$ cat src/rtl/counter_pkg.sv
// rtl/counter_pkg.sv - shared state encoding for the edge/pulse counter
package counter_pkg;

    localparam logic [1:0] ST_IDLE = 2'd0;
    localparam logic [1:0] ST_LOW  = 2'd1;
    localparam logic [1:0] ST_HIGH = 2'd2;

    typedef enum logic [1:0] {
        IDLE = ST_IDLE,
        LOW  = ST_LOW,
        HIGH = ST_HIGH
    } state_t;

endpackage

$ cat src/rtl/edge_pulse_counter_if.sv
// rtl/edge_pulse_counter_if.sv - control/result bundle of the edge/pulse counter
interface edge_pulse_counter_if #(
    parameter int CNT_W = 8,
    parameter int LEN_W = 8
);
    logic             in;
    logic             en;
    logic             clr;
    logic             rise;
    logic             fall;
    logic [CNT_W-1:0] count;
    logic             overflow;
    logic [LEN_W-1:0] high_len;
    logic             len_vld;

    modport master (
        output in, en, clr,
        input  rise, fall, count, overflow, high_len, len_vld
    );

    modport slave (
        input  in, en, clr,
        output rise, fall, count, overflow, high_len, len_vld
    );
endinterface

$ cat src/rtl/edge_detect.sv
// rtl/edge_detect.sv - previous-sample register and rise/fall strobes
module edge_detect (
    input  logic clk,
    input  logic reset,
    input  logic in,
    output logic in_d,
    output logic rise_s,
    output logic fall_s
);

    // Track the previous sample every cycle, independent of enable.
    always_ff @(posedge clk) begin
        if (reset) in_d <= 1'b0;
        else       in_d <= in;
    end

    assign rise_s = in & ~in_d;
    assign fall_s = ~in & in_d;

endmodule

$ cat src/rtl/edge_pulse_counter.sv
// rtl/edge_pulse_counter.sv - rising-edge counter and high-pulse width meter
module edge_pulse_counter
    import counter_pkg::*;
#(
    parameter int CNT_W = 8,
    parameter int LEN_W = 8,
    parameter int WRAP  = 0
) (
    input  logic                 clk,
    input  logic                 reset,
    edge_pulse_counter_if.slave  bus
);

    state_t           state;
    logic [LEN_W-1:0] run;
    logic [CNT_W-1:0] count_q;
    logic [LEN_W-1:0] high_len_q;
    logic             overflow_q;
    logic             rise_q;
    logic             fall_q;
    logic             len_vld_q;

    logic in_d;
    logic rise_s;
    logic fall_s;
    logic went_high;
    logic went_low;

    edge_detect u_edge (
        .clk    (clk),
        .reset  (reset),
        .in     (bus.in),
        .in_d   (in_d),
        .rise_s (rise_s),
        .fall_s (fall_s)
    );

    // While disabled the FSM may miss the actual transition; a level that is
    // already steady on the new value still moves the FSM once enabled again.
    assign went_high = rise_s | (bus.in & in_d);
    assign went_low  = fall_s | (~bus.in & ~in_d);

    // FSM, edge counter, run-length meter and one-cycle result strobes.
    always_ff @(posedge clk) begin
        if (reset) begin
            state      <= IDLE;
            run        <= '0;
            count_q    <= '0;
            high_len_q <= '0;
            overflow_q <= 1'b0;
            rise_q     <= 1'b0;
            fall_q     <= 1'b0;
            len_vld_q  <= 1'b0;
        end else begin
            rise_q    <= 1'b0;
            fall_q    <= 1'b0;
            len_vld_q <= 1'b0;

            if (bus.clr) begin
                count_q    <= '0;
                overflow_q <= 1'b0;
                high_len_q <= '0;
            end

            if (bus.en) begin
                case (state)
                    IDLE: begin
                        // A line already high out of reset is never counted.
                        if (!bus.in) state <= LOW;
                    end
                    LOW: begin
                        if (went_high) begin
                            state  <= HIGH;
                            rise_q <= 1'b1;
                            run    <= LEN_W'(1);
                            if (!bus.clr) begin
                                if (&count_q) begin
                                    if (WRAP != 0) count_q <= '0;
                                    overflow_q <= 1'b1;
                                end else begin
                                    count_q <= count_q + 1'b1;
                                end
                            end
                        end
                    end
                    HIGH: begin
                        if (went_low) begin
                            state     <= LOW;
                            fall_q    <= 1'b1;
                            len_vld_q <= 1'b1;
                            if (!bus.clr) high_len_q <= run;
                        end else if (!(&run)) begin
                            run <= run + 1'b1;
                        end
                    end
                    default: state <= IDLE;
                endcase
            end
        end
    end

    assign bus.rise     = rise_q;
    assign bus.fall     = fall_q;
    assign bus.count    = count_q;
    assign bus.overflow = overflow_q;
    assign bus.high_len = high_len_q;
    assign bus.len_vld  = len_vld_q;

endmodule
$ cat src/flat_wrapper.sv
// flat-port wrapper written by rule: the top's interface ports become plain ports
module edge_pulse_counter_flat import counter_pkg::*;
#(
    parameter int CNT_W = 8,
    parameter int LEN_W = 8,
    parameter int WRAP  = 0
)
  (clk, reset, bus_in, bus_en, bus_clr, bus_rise, bus_fall, bus_count, bus_overflow, bus_high_len, bus_len_vld);
  edge_pulse_counter_if #(.CNT_W(CNT_W), .LEN_W(LEN_W)) bus_i ();
  input  logic clk;
  input  logic reset;
  input wire logic [$bits(bus_i.in)-1:0] bus_in;
  input wire logic [$bits(bus_i.en)-1:0] bus_en;
  input wire logic [$bits(bus_i.clr)-1:0] bus_clr;
  output wire logic [$bits(bus_i.rise)-1:0] bus_rise;
  output wire logic [$bits(bus_i.fall)-1:0] bus_fall;
  output wire logic [$bits(bus_i.count)-1:0] bus_count;
  output wire logic [$bits(bus_i.overflow)-1:0] bus_overflow;
  output wire logic [$bits(bus_i.high_len)-1:0] bus_high_len;
  output wire logic [$bits(bus_i.len_vld)-1:0] bus_len_vld;
  assign bus_i.in = bus_in;
  assign bus_i.en = bus_en;
  assign bus_i.clr = bus_clr;
  assign bus_rise = bus_i.rise;
  assign bus_fall = bus_i.fall;
  assign bus_count = bus_i.count;
  assign bus_overflow = bus_i.overflow;
  assign bus_high_len = bus_i.high_len;
  assign bus_len_vld = bus_i.len_vld;
  edge_pulse_counter #(.CNT_W(CNT_W), .LEN_W(LEN_W), .WRAP(WRAP)) u_core (.clk(clk), .reset(reset), .bus(bus_i));
endmodule
$ cat config.mk
export PLATFORM = sky130hd
export DESIGN_NAME = edge_pulse_counter_flat
export DESIGN_NICKNAME = d
export VERILOG_FILES = /design/src/rtl/counter_pkg.sv /design/src/rtl/edge_pulse_counter_if.sv /design/src/rtl/edge_detect.sv /design/src/rtl/edge_pulse_counter.sv /design/src/flat_wrapper.sv
export SDC_FILE = /design/constraint.sdc
export NUM_CORES = 1
export LEC_CHECK = 0
export ABC_AREA = 1
export BUFFER_PORTS_ARGS = -buffer_cell sky130_fd_sc_hd__buf_2
export CELL_PAD_IN_SITES_DETAIL_PLACEMENT = 2
export CELL_PAD_IN_SITES_GLOBAL_PLACEMENT = 2
export CORE_MARGIN = 4
export CORE_UTILIZATION = 30
export CTS_BUF_LIST = sky130_fd_sc_hd__clkbuf_16
export DETAILED_ROUTE_END_ITERATION = 12
export GPL_TIMING_DRIVEN = 1
export PLACE_DENSITY_LB_ADDON = 0.1
export REMOVE_ABC_BUFFERS = 1
export SETUP_SLACK_MARGIN = 0.15
export SYNTH_ARGS = -nofsm -noshare
export SYNTH_HDL_FRONTEND = slang
export SYNTH_SLANG_ARGS = --single-unit
$ cat constraint.sdc
create_clock -name clk -period 1.9 [get_ports clk]
set_clock_uncertainty 0.2 [all_clocks]
set_input_delay 0.285 -clock clk [delete_from_list [all_inputs] [get_ports clk]]
set_output_delay 0.285 -clock clk [all_outputs]
set_load 0.005 [all_outputs]
==> results of run 1 <==
-- stage by stage --
stage | hold WS (ps) | total power [mW] | area, sq um | instances | util
finish | 69.45 | 1.430 | 1734 | 272 | 0.3955
global route | 94.09 | 1.480 | 1734 | 272 | 0.3955
CTS | 67.55 | 1.445 | 1688 | 268 | 0.3850
detailed placement | 258.3 | 0.6973 | 1534 | 260 | 0.3499
global placement | 239.3 | 0.6949 | 1534 | 260 | 0.3499
floorplan | 154.1 | 0.6690 | 1334 | 182 | -
-- cell families after synthesis --
group,count (synthesis),synth area share
AND/OR/NAND/NOR,85,0.3057
XOR/XNOR,1,0.006447
AO/OA/AOI/OAI,39,0.1501
flip-flops,29,0.4273
buffers and inverters,30,0.09208
adder cells (fa/ha/maj),2,0.01841
-- area by class of cell --
| class | instances | area (sq um) |
|---|---|---|
| sequential | 29 | 584.3 |
| clock inverter | 3 | 11.26 |
| inverter | 26 | 100.1 |
| timing repair buffer | 30 | 165.2 |
| tap | 52 | 65.06 |
| fill | 535 | 2650 |
| clock buffer | 5 | 125.1 |
| multi-input combinational | 127 | 683.2 |
-- power groups by stage --
stage               sequential (mW)  clock (mW)  combinational (mW)
floorplan                     0.630           0              0.0385
global placement              0.631           0              0.0643
detailed placement            0.631           0              0.0663
CTS                           0.618       0.759              0.0672
global route                  0.619       0.783              0.0777
finish                        0.619       0.743              0.0688
-- state kept, by name, indices dropped and copies added, names as in the netlist --
register	flops
u_core.bus.count	8
u_core.bus.fall	1
u_core.bus.high_len	8
u_core.bus.overflow	1
u_core.bus.rise	1
u_core.run	8
u_core.state	2
-- placed cells by master, fill, tap and decap left out, types with 2 or more instances in the layout --
| cell type | count |
|---|---|
| nand2_1 | 32 |
| nor2_1 | 27 |
| dfxtp_1 | 26 |
| buf_2 | 24 |
| inv_1 | 22 |
| a21oi_1 | 19 |
| o21ai_0 | 13 |
| nand3_1 | 10 |
| inv_2 | 6 |
| buf_4 | 6 |
| clkbuf_16 | 5 |
| nand2_2 | 3 |
| o21ai_1 | 3 |
| dfxtp_2 | 3 |
| nand2_4 | 2 |
| nor2_4 | 2 |
| nor3_1 | 2 |
-- Yosys cell counts --
cell type   n
a211oi_1    1
a21oi_1    19
a31oi_1     1
buf_2       2
buf_4       2
dfxtp_1    29
ha_1        2
inv_1      20
inv_2       5
inv_4       1
nand2_1    34
nand2_2     1
nand2_4     2
nand2_8     1
nand3_1    12
nand4_1     1
nor2_1     27
nor2_2      2
nor2_4      1
nor3_1      2
nor3_4      1
nor4_4      1
o211ai_1    1
o21ai_0    13
o21ai_1     3
o31ai_1     1
xor2_1      1
-- metal layers --
metal / vias to the layer above / track usage / share of wire
met5: - / 0 / 0
met1: 612 / 0.1842 / 0.45
li1: 664 / - / -
met4: 0 / 0.04660 / 0.013
met2: 13 / 0.2704 / 0.51
met3: 6 / 0.03958 / 0.026
-- final timing paths --
check	start	endpoint
worst max-delay path	u_core.run[1]	u_core.run[4]
worst min-delay path	reset	u_core.state[1]
worst min register to register	u_core.bus.overflow	u_core.bus.overflow
worst max register to register	u_core.run[1]	u_core.run[4]
-- timing repair --
| action | 4_1_cts | 5_1_grt |
|---|---|---|
| buffers inserted | 0 | 4 |
| endpoints found under the setup margin | 7 | 8 |
| pin swaps | 0 | 3 |
| resized for setup | 3 | 8 |
-- worst max-delay path, delay by kind of cell (launching register included) --
kind,cells,cell delay [ps]
compound gates,1,160
simple gates,6,670
fa+ha+maj,1,180
flops,1,350
==> results.md, run 1 <==
* Ys Warns at 0
* Max H-tree Level at 2
* CTS Sinks at 29
* Diode count at 0
* Cell count after synthesis at 186
* Nets at 226
* Headroom to the max-slew limit at 0.7975
* Share of power burned in registers at 0.433
* Final WL at 4022 um
* Sequential area share after synthesis at 0.4273
* Crit-path cells: ha_1 -> nand2_1 -> nor2_2 -> nand2_2 -> nand2_4 -> nand2_8 -> a21oi_1 -> nor2_1
* RSZ-0062 raised after global routing: false
* Grt total ovfl at 0
* Site row count at 24
* Core Area at 4384 sq um
* Avg WL per Cell at 14.79 um
* Vias in the first global route at 1389
* Ranking of synthesized cells by area: dfxtp_1, nand2_1, nor2_1
* Slew Viols, Final at 0
* Status: completed
* Worst Path Required at 1860 ps
* Share of layout cells above drive strength 1 at 0.2682
* VDD IR-drop max at 0.3737 mV
* Area Growth Syn to Fin at 27.62%
* P_sw at 323.2 uW
* Sw frac at 0.2260
* R2R depth at 8
* Setup_tns at 0 ps
* Clock Power Share at 0.519
* Slowest CP cell: dfxtp_2
* CP max stage delay at 350 ps
* Worst EP arrival at 1630 ps
* Leak at 0.7666 nW
* Antenna Nets Post-Route at 0
* Initial Util at 0.3099
* Fmax at 599.3 MHz
* Setup violations, final at 0
* CTS tree: built
* Hold Path Depth at 2
* Critical Setup Path Class: flop to flop
* Comb power frac at 0.048
* Peak fanout along the critical path at 9
* Final hold violation count at 0
* Drt pass-1 iters at 4
* Placer Congestion at 0.7467
* Vias at 1295
* Root Driver: clkbuf_16
* Number of vias per cell at 4.761
* Antenna violations before repair at 0
* Die H at 75.30 um
* Setup WS pre-CTS at 11.49 ps
* Pint at 1.107 mW
* Final Cycle Share at 0.8783
* Power per cell area at 824.8 nW/um^2
* Final WS setup at 231.2 ps
* R2R setup slack at 230 ps
* I/O Buffers at 24
* Clock-pin slew on the worst setup and hold paths at 50 ps
* Largest net degree at the start of global routing at 15
* Total track usage at 0.1541
* Final Critical Period at 1669 ps
* Min-delay worst type: input port to flop
* Post-DP HPWL at 3013 um
* Number of distinct library cells after synthesis at 27
* DRT iter0 DRCs at 32
* Critical Path End Type: flop
* Cell Area, Synth at 1359 sq um
* Area share of the largest cell type after synthesis at 0.4273
* Maxcap violations at 0
* CP Launch Type: flop
* Remaining routing DRC violations at 0
* First-pass GRT wire length at 6630 um
* Worst Tran Pin Value at 300.6 ps
* Clk buf depth at 2
* Mean Syn Cell Area at 7.305 sq um
* Worst skew pair latency at 270 ps
* Die span in x at 75.30 um
* Post-CTS Hold Fix Bufs at 0
* Die area at 5670 sq um
* CTS buffer count at 5
* Number of I/O pins at 25
* Post-synth top area cell: dfxtp_1
* Post-synthesis sequential element count at 29
No activity file was read; power rests on OpenSTA's default activity.
==> run 2, diff against run 1 <==
Settings changed: CTS_BUF_LIST sky130_fd_sc_hd__clkbuf_16 to unset, CTS_CLUSTER_DIAMETER set to 60.
==> results.md, run 2 (synthesis results as in run 1) <==
* Status: completed
* Core Area at 4384 sq um
* DRT iter0 DRCs at 31
* Post-DP HPWL at 3013 um
* Critical Setup Path Class: flop to flop
* R2r startpoint: u_core.run[1]
* Drt pass-1 iters at 4
* R2R depth at 8
* Vias in the first global route at 1365
* Remaining routing DRC violations at 0
* Setup violations, final at 0
* VDD IR-drop max at 0.3128 mV
* Setup_tns at 0 ps
* Maxcap violations at 0
* Max H-tree Level at 2
* Final WL at 4059 um
* R2R setup slack at 210 ps
* Endpoint of the worst register-to-register path: u_core.run[4]
* Die span in x at 75.30 um
* Avg WL per Cell at 14.81 um
* Vias at 1319
* Nets at 228
* Leak at 0.7393 nW
* Site row count at 24
* Diode count at 0
* Headroom to the max-slew limit at 0.7973
* Die H at 75.30 um
* Fin area at 1693 sq um
* Most frequent cells in the layout: nand2_1, nor2_1, dfxtp_1
* Clock-pin slew on the worst setup and hold paths at 60 ps
* Power per cell area at 700.1 nW/um^2
* Final hold violation count at 0
* Worst Path Required at 1870 ps
* CP startpoint: u_core.run[1]
* CTS Sinks at 29
* CTS buffer count at 5
* Share of layout cells above drive strength 1 at 0.2748
* Placed Area at 1534 sq um
* Number of vias per cell at 4.814
* Clk buf depth at 2
* Grt total ovfl at 0
* Worst skew pair latency at 280 ps
* Peak fanout along the critical path at 9
* Area Growth Syn to Fin at 24.59%
* Worst EP arrival at 1670 ps
* Util after Layout at 0.3861
* Critical Path End: u_core.run[4]
* Root Driver: clkbuf_8
* Number of I/O pins at 25
* CP Launch Type: flop
* Antenna violations before repair at 0
* Total track usage at 0.1535
* Final Critical Period at 1695 ps
* Largest net degree at the start of global routing at 15
* Min-delay worst type: input port to flop
* Critical Path End Type: flop
* Worst Tran Pin Value at 300.9 ps
* Initial Util at 0.3099
* Final Cycle Share at 0.8920
* Antenna Nets Post-Route at 0
* I/O Buffers at 24
* Placer Congestion at 0.7467
* Commonest non-fill, non-tap cell in the layout: nand2_1
* Die area at 5670 sq um
* Fmax at 590.0 MHz
* RSZ-0062 raised after global routing: false
* First-pass GRT wire length at 6541 um
* Slew Viols, Final at 0
* CTS tree: built
[run 2: cell count changes in the layout (fill, tap and decap cells not counted)]
cell,delta
inv_1,-3
clkbuf_8,+5
buf_4,+2
clkbuf_16,-5
clkbuf_1,+3
[run 2: how the worst min path moves through the flow]
| stage | startpoint | endpoint | slack [ps] | depth (start not counted) |
|---|---|---|---|---|
| floorplan | reset | u_core.run[1] | 150 | 1 |
| global placement | u_core.bus.overflow | u_core.bus.overflow | 240 | 2 |
| detailed placement | u_core.bus.overflow | u_core.bus.overflow | 260 | 2 |
| CTS | reset | u_core.run[3] | 50 | 2 |
| global route | reset | u_core.state[1] | 70 | 2 |
| finish | reset | u_core.state[1] | 60 | 2 |
[run 2: layout make-up]
class	count	area (sq um)
fill	537	2691
multi-input combinational	127	683.2
sequential	29	584.3
timing repair buffer	32	180.2
inverter	26	100.1
clock buffer	8	80.08
tap	52	65.06
[run 2: metrics by stage]
step                std cells  power, mW  setup slack (ps)  hold slack, ps
floorplan                 182     0.6690             353.4           154.1
global placement          260     0.6949             145.2           239.3
detailed placement        260     0.6973             11.49           258.3
CTS                       268      1.204             174.7           49.77
global route              274      1.244             119.3           66.36
finish                    274      1.185             205.2           63.00
[run 2: metal layers]
layer / part of all wire / wire length, um / global-route usage
met5: 0 / 0 / 0
met4: 0.015 / 59 / 0.05825
met3: 0.030 / 120 / 0.04354
met2: 0.51 / 2080 / 0.2637
met1: 0.44 / 1799 / 0.1809
[run 2: repair_timing]
item / CTS / global route
cloned: 0 / 0
hold buffers: 0 / 0
buffers inserted: 0 / 6
resized for setup: 3 / 8
pin swaps: 0 / 3
endpoints found under the setup margin: 7 / 10
[run 2: power by group]
part	internal, mW	switching (mW)
Combinational	0.0239	0.0468
Sequential	0.614	0.00403
Clock	0.260	0.237
Total	0.897	0.288
[run 2: worst max-delay path, cell delays in order (launching register included)]
cell and delay, ps:
dfxtp_2 360, ha_1 180, nand2_1 120, nor2_2 190, nand2_2 100, nand2_4 120, nand2_8 90, a21oi_1 160
nor2_1 70
==> run 3, diff against run 2 <==
--- a/config.mk
+++ b/config.mk
@@ -7,5 +7,5 @@
 export LEC_CHECK = 0
 export ABC_AREA = 1
-export BUFFER_PORTS_ARGS = -buffer_cell sky130_fd_sc_hd__buf_2
+export BUFFER_PORTS_ARGS = -buffer_cell sky130_fd_sc_hd__clkbuf_2
 export CELL_PAD_IN_SITES_DETAIL_PLACEMENT = 2
 export CELL_PAD_IN_SITES_GLOBAL_PLACEMENT = 2
==> constraint.sdc (replaced) <==
create_clock -name clk -period 1.9 [get_ports clk]
set_clock_uncertainty 0.2 [all_clocks]
set_input_delay 0.19 -clock clk [delete_from_list [all_inputs] [get_ports clk]]
set_output_delay 0.19 -clock clk [all_outputs]
set_load 0.005 [all_outputs]
==> results.md, run 3 (synthesis results as in run 1) <==
* CP delay by family, top: simple AND/OR/NAND/NOR gates
* Core Area at 4384 sq um
* Headroom to the max-slew limit at 0.8042
* Min-delay worst type: input port to flop
* Critical Setup Path Class: flop to flop
* CP max stage delay at 360 ps
* Status: completed
* Site row count at 24
* Comb power frac at 0.061
* Leak at 0.7176 nW
* CTS Sinks at 29
* Crit path buf inv count at 0
* Number of I/O pins at 25
* Power per cell area at 696.7 nW/um^2
* Slew Viols, Final at 0
* I/O Buffers at 24
* Final Critical Period at 1691 ps
* Critical Path End Type: flop
* Share of layout cells above drive strength 1 at 0.2670
* Peak fanout along the critical path at 9
* Final hold violation count at 0
* Worst EP arrival at 1650 ps
* First-pass GRT wire length at 6651 um
* Commonest non-fill, non-tap cell in the layout: nand2_1
* Drt pass-1 iters at 4
* VDD IR-drop max at 0.3282 mV
* Most frequent cell on the critical path: nand2_2
* Placed Area at 1534 sq um
* Area of the multi-input gates at 685.7 sq um
* Avg WL per Cell at 15.17 um
* Diode count at 0
* Cells after DPL at 260
* Area Growth Syn to Fin at 24.40%
* Final Cycle Share at 0.8898
* Setup_tns at 0 ps
* Nets at 227
* Total power after layout at 1.178 mW
* Crit-path cells: ha_1 -> nand2_2 -> nor2_2 -> nand2_2 -> nand2_4 -> nand2_8 -> a21oi_1 -> nor2_1
* Post-DP HPWL at 3048 um
* Clock-pin slew on the worst setup and hold paths at 70 ps
* Maxcap violations at 0
* RSZ-0062 raised after global routing: false
* Non-Filler Instances at 273
* Vias at 1311
* Clock Power Share at 0.414
* Die H at 75.30 um
* Max H-tree Level at 2
* CTS tree: built
* Largest net degree at the start of global routing at 15
* Antenna violations before repair at 0
* Antenna Nets Post-Route at 0
* Fin Hold WS at 31.49 ps
* Pint at 897.0 uW
* Fin area at 1690 sq um
* Root Driver: clkbuf_8
* P_sw at 280.7 uW
* Die area at 5670 sq um
* Fmax at 591.5 MHz
* Setup violations, final at 0
* Sw frac at 0.2383
* Placer Congestion at 0.7616
* Worst skew pair latency at 280 ps
* Sequential cell area at 584.3 sq um
* CP Launch Type: flop
* Die span in x at 75.30 um
* Total track usage at 0.1578
* Worst Tran Pin Value at 290.6 ps
* Final WL at 4142 um
* Share of power burned in registers at 0.525
* Most frequent cells in the layout: nand2_1, nor2_1, dfxtp_1
* DRT iter0 DRCs at 25
* Remaining routing DRC violations at 0
* Initial Util at 0.3099
* Worst Path Required at 1860 ps
* Number of vias per cell at 4.802
* Clk buf depth at 2
* CTS buffer count at 5
* Fillers at 533
* Slowest CP cell: dfxtp_2
* Vias in the first global route at 1401
* Grt total ovfl at 0
[run 3: worst reg2reg max path, delay by kind of cell, from the launching register on]
family	cells	cell delay (ps)
and+or+nand+nor	6	660
AOI/OAI and AO/OA	1	170
DFF	1	360
adders and majority gates	1	200
[run 3: per-layer routing]
layer | vias to the layer above | routed length (um) | track usage
met4 | 0 | 78 | 0.06408
met3 | 7 | 110 | 0.04749
met1 | 621 | 1866 | 0.1863
li1 | 667 | - | -
met2 | 16 | 2087 | 0.2665
met5 | - | 0 | 0
[run 3: area by class of cell]
class	count	share of cell area
multi-input combinational	127	0.4056
clock buffer	8	0.04737
tap	52	0.03849
sequential	29	0.3457
inverter	26	0.05922
timing repair buffer	31	0.1036
[run 3: power by group through the flow]
| stage | sequential [mW] | clock [mW] | combinational (mW) |
|---|---|---|---|
| 5_1_grt | 0.618 | 0.553 | 0.0814 |
| 6_report | 0.618 | 0.488 | 0.0713 |
| 4_1_cts | 0.618 | 0.510 | 0.0688 |
| 3_3_place_gp | 0.631 | 0 | 0.0636 |
| 3_5_place_dp | 0.631 | 0 | 0.0662 |
| 2_1_floorplan | 0.630 | 0 | 0.0385 |
[run 3: final timing paths]
check	from	cells after the start	to	slack (ps)
max	u_core.run[1]	8	u_core.run[4]	210
max reg2reg	u_core.run[1]	8	u_core.run[4]	210
min reg2reg	u_core.bus.overflow	2	u_core.bus.overflow	290
min	bus_clr	4	u_core.bus.count[1]	30
[run 3: what timing repair did]
| item | 4_1_cts | 5_1_grt |
|---|---|---|
| buffers inserted | 0 | 4 |
| endpoints found under the hold margin | 5 | 0 |
| pin swaps | 1 | 3 |
| setup endpoints to repair | 5 | 9 |
| resized for setup | 3 | 8 |
| hold buffers | 1 | 0 |
[run 3: metrics by stage]
step                worst slack, ps  utilization
detailed placement            62.62       0.3499
CTS                           177.3       0.3739
floorplan                     353.4            -
global placement              138.2       0.3499
global route                  93.24       0.3856
finish                        209.3       0.3856
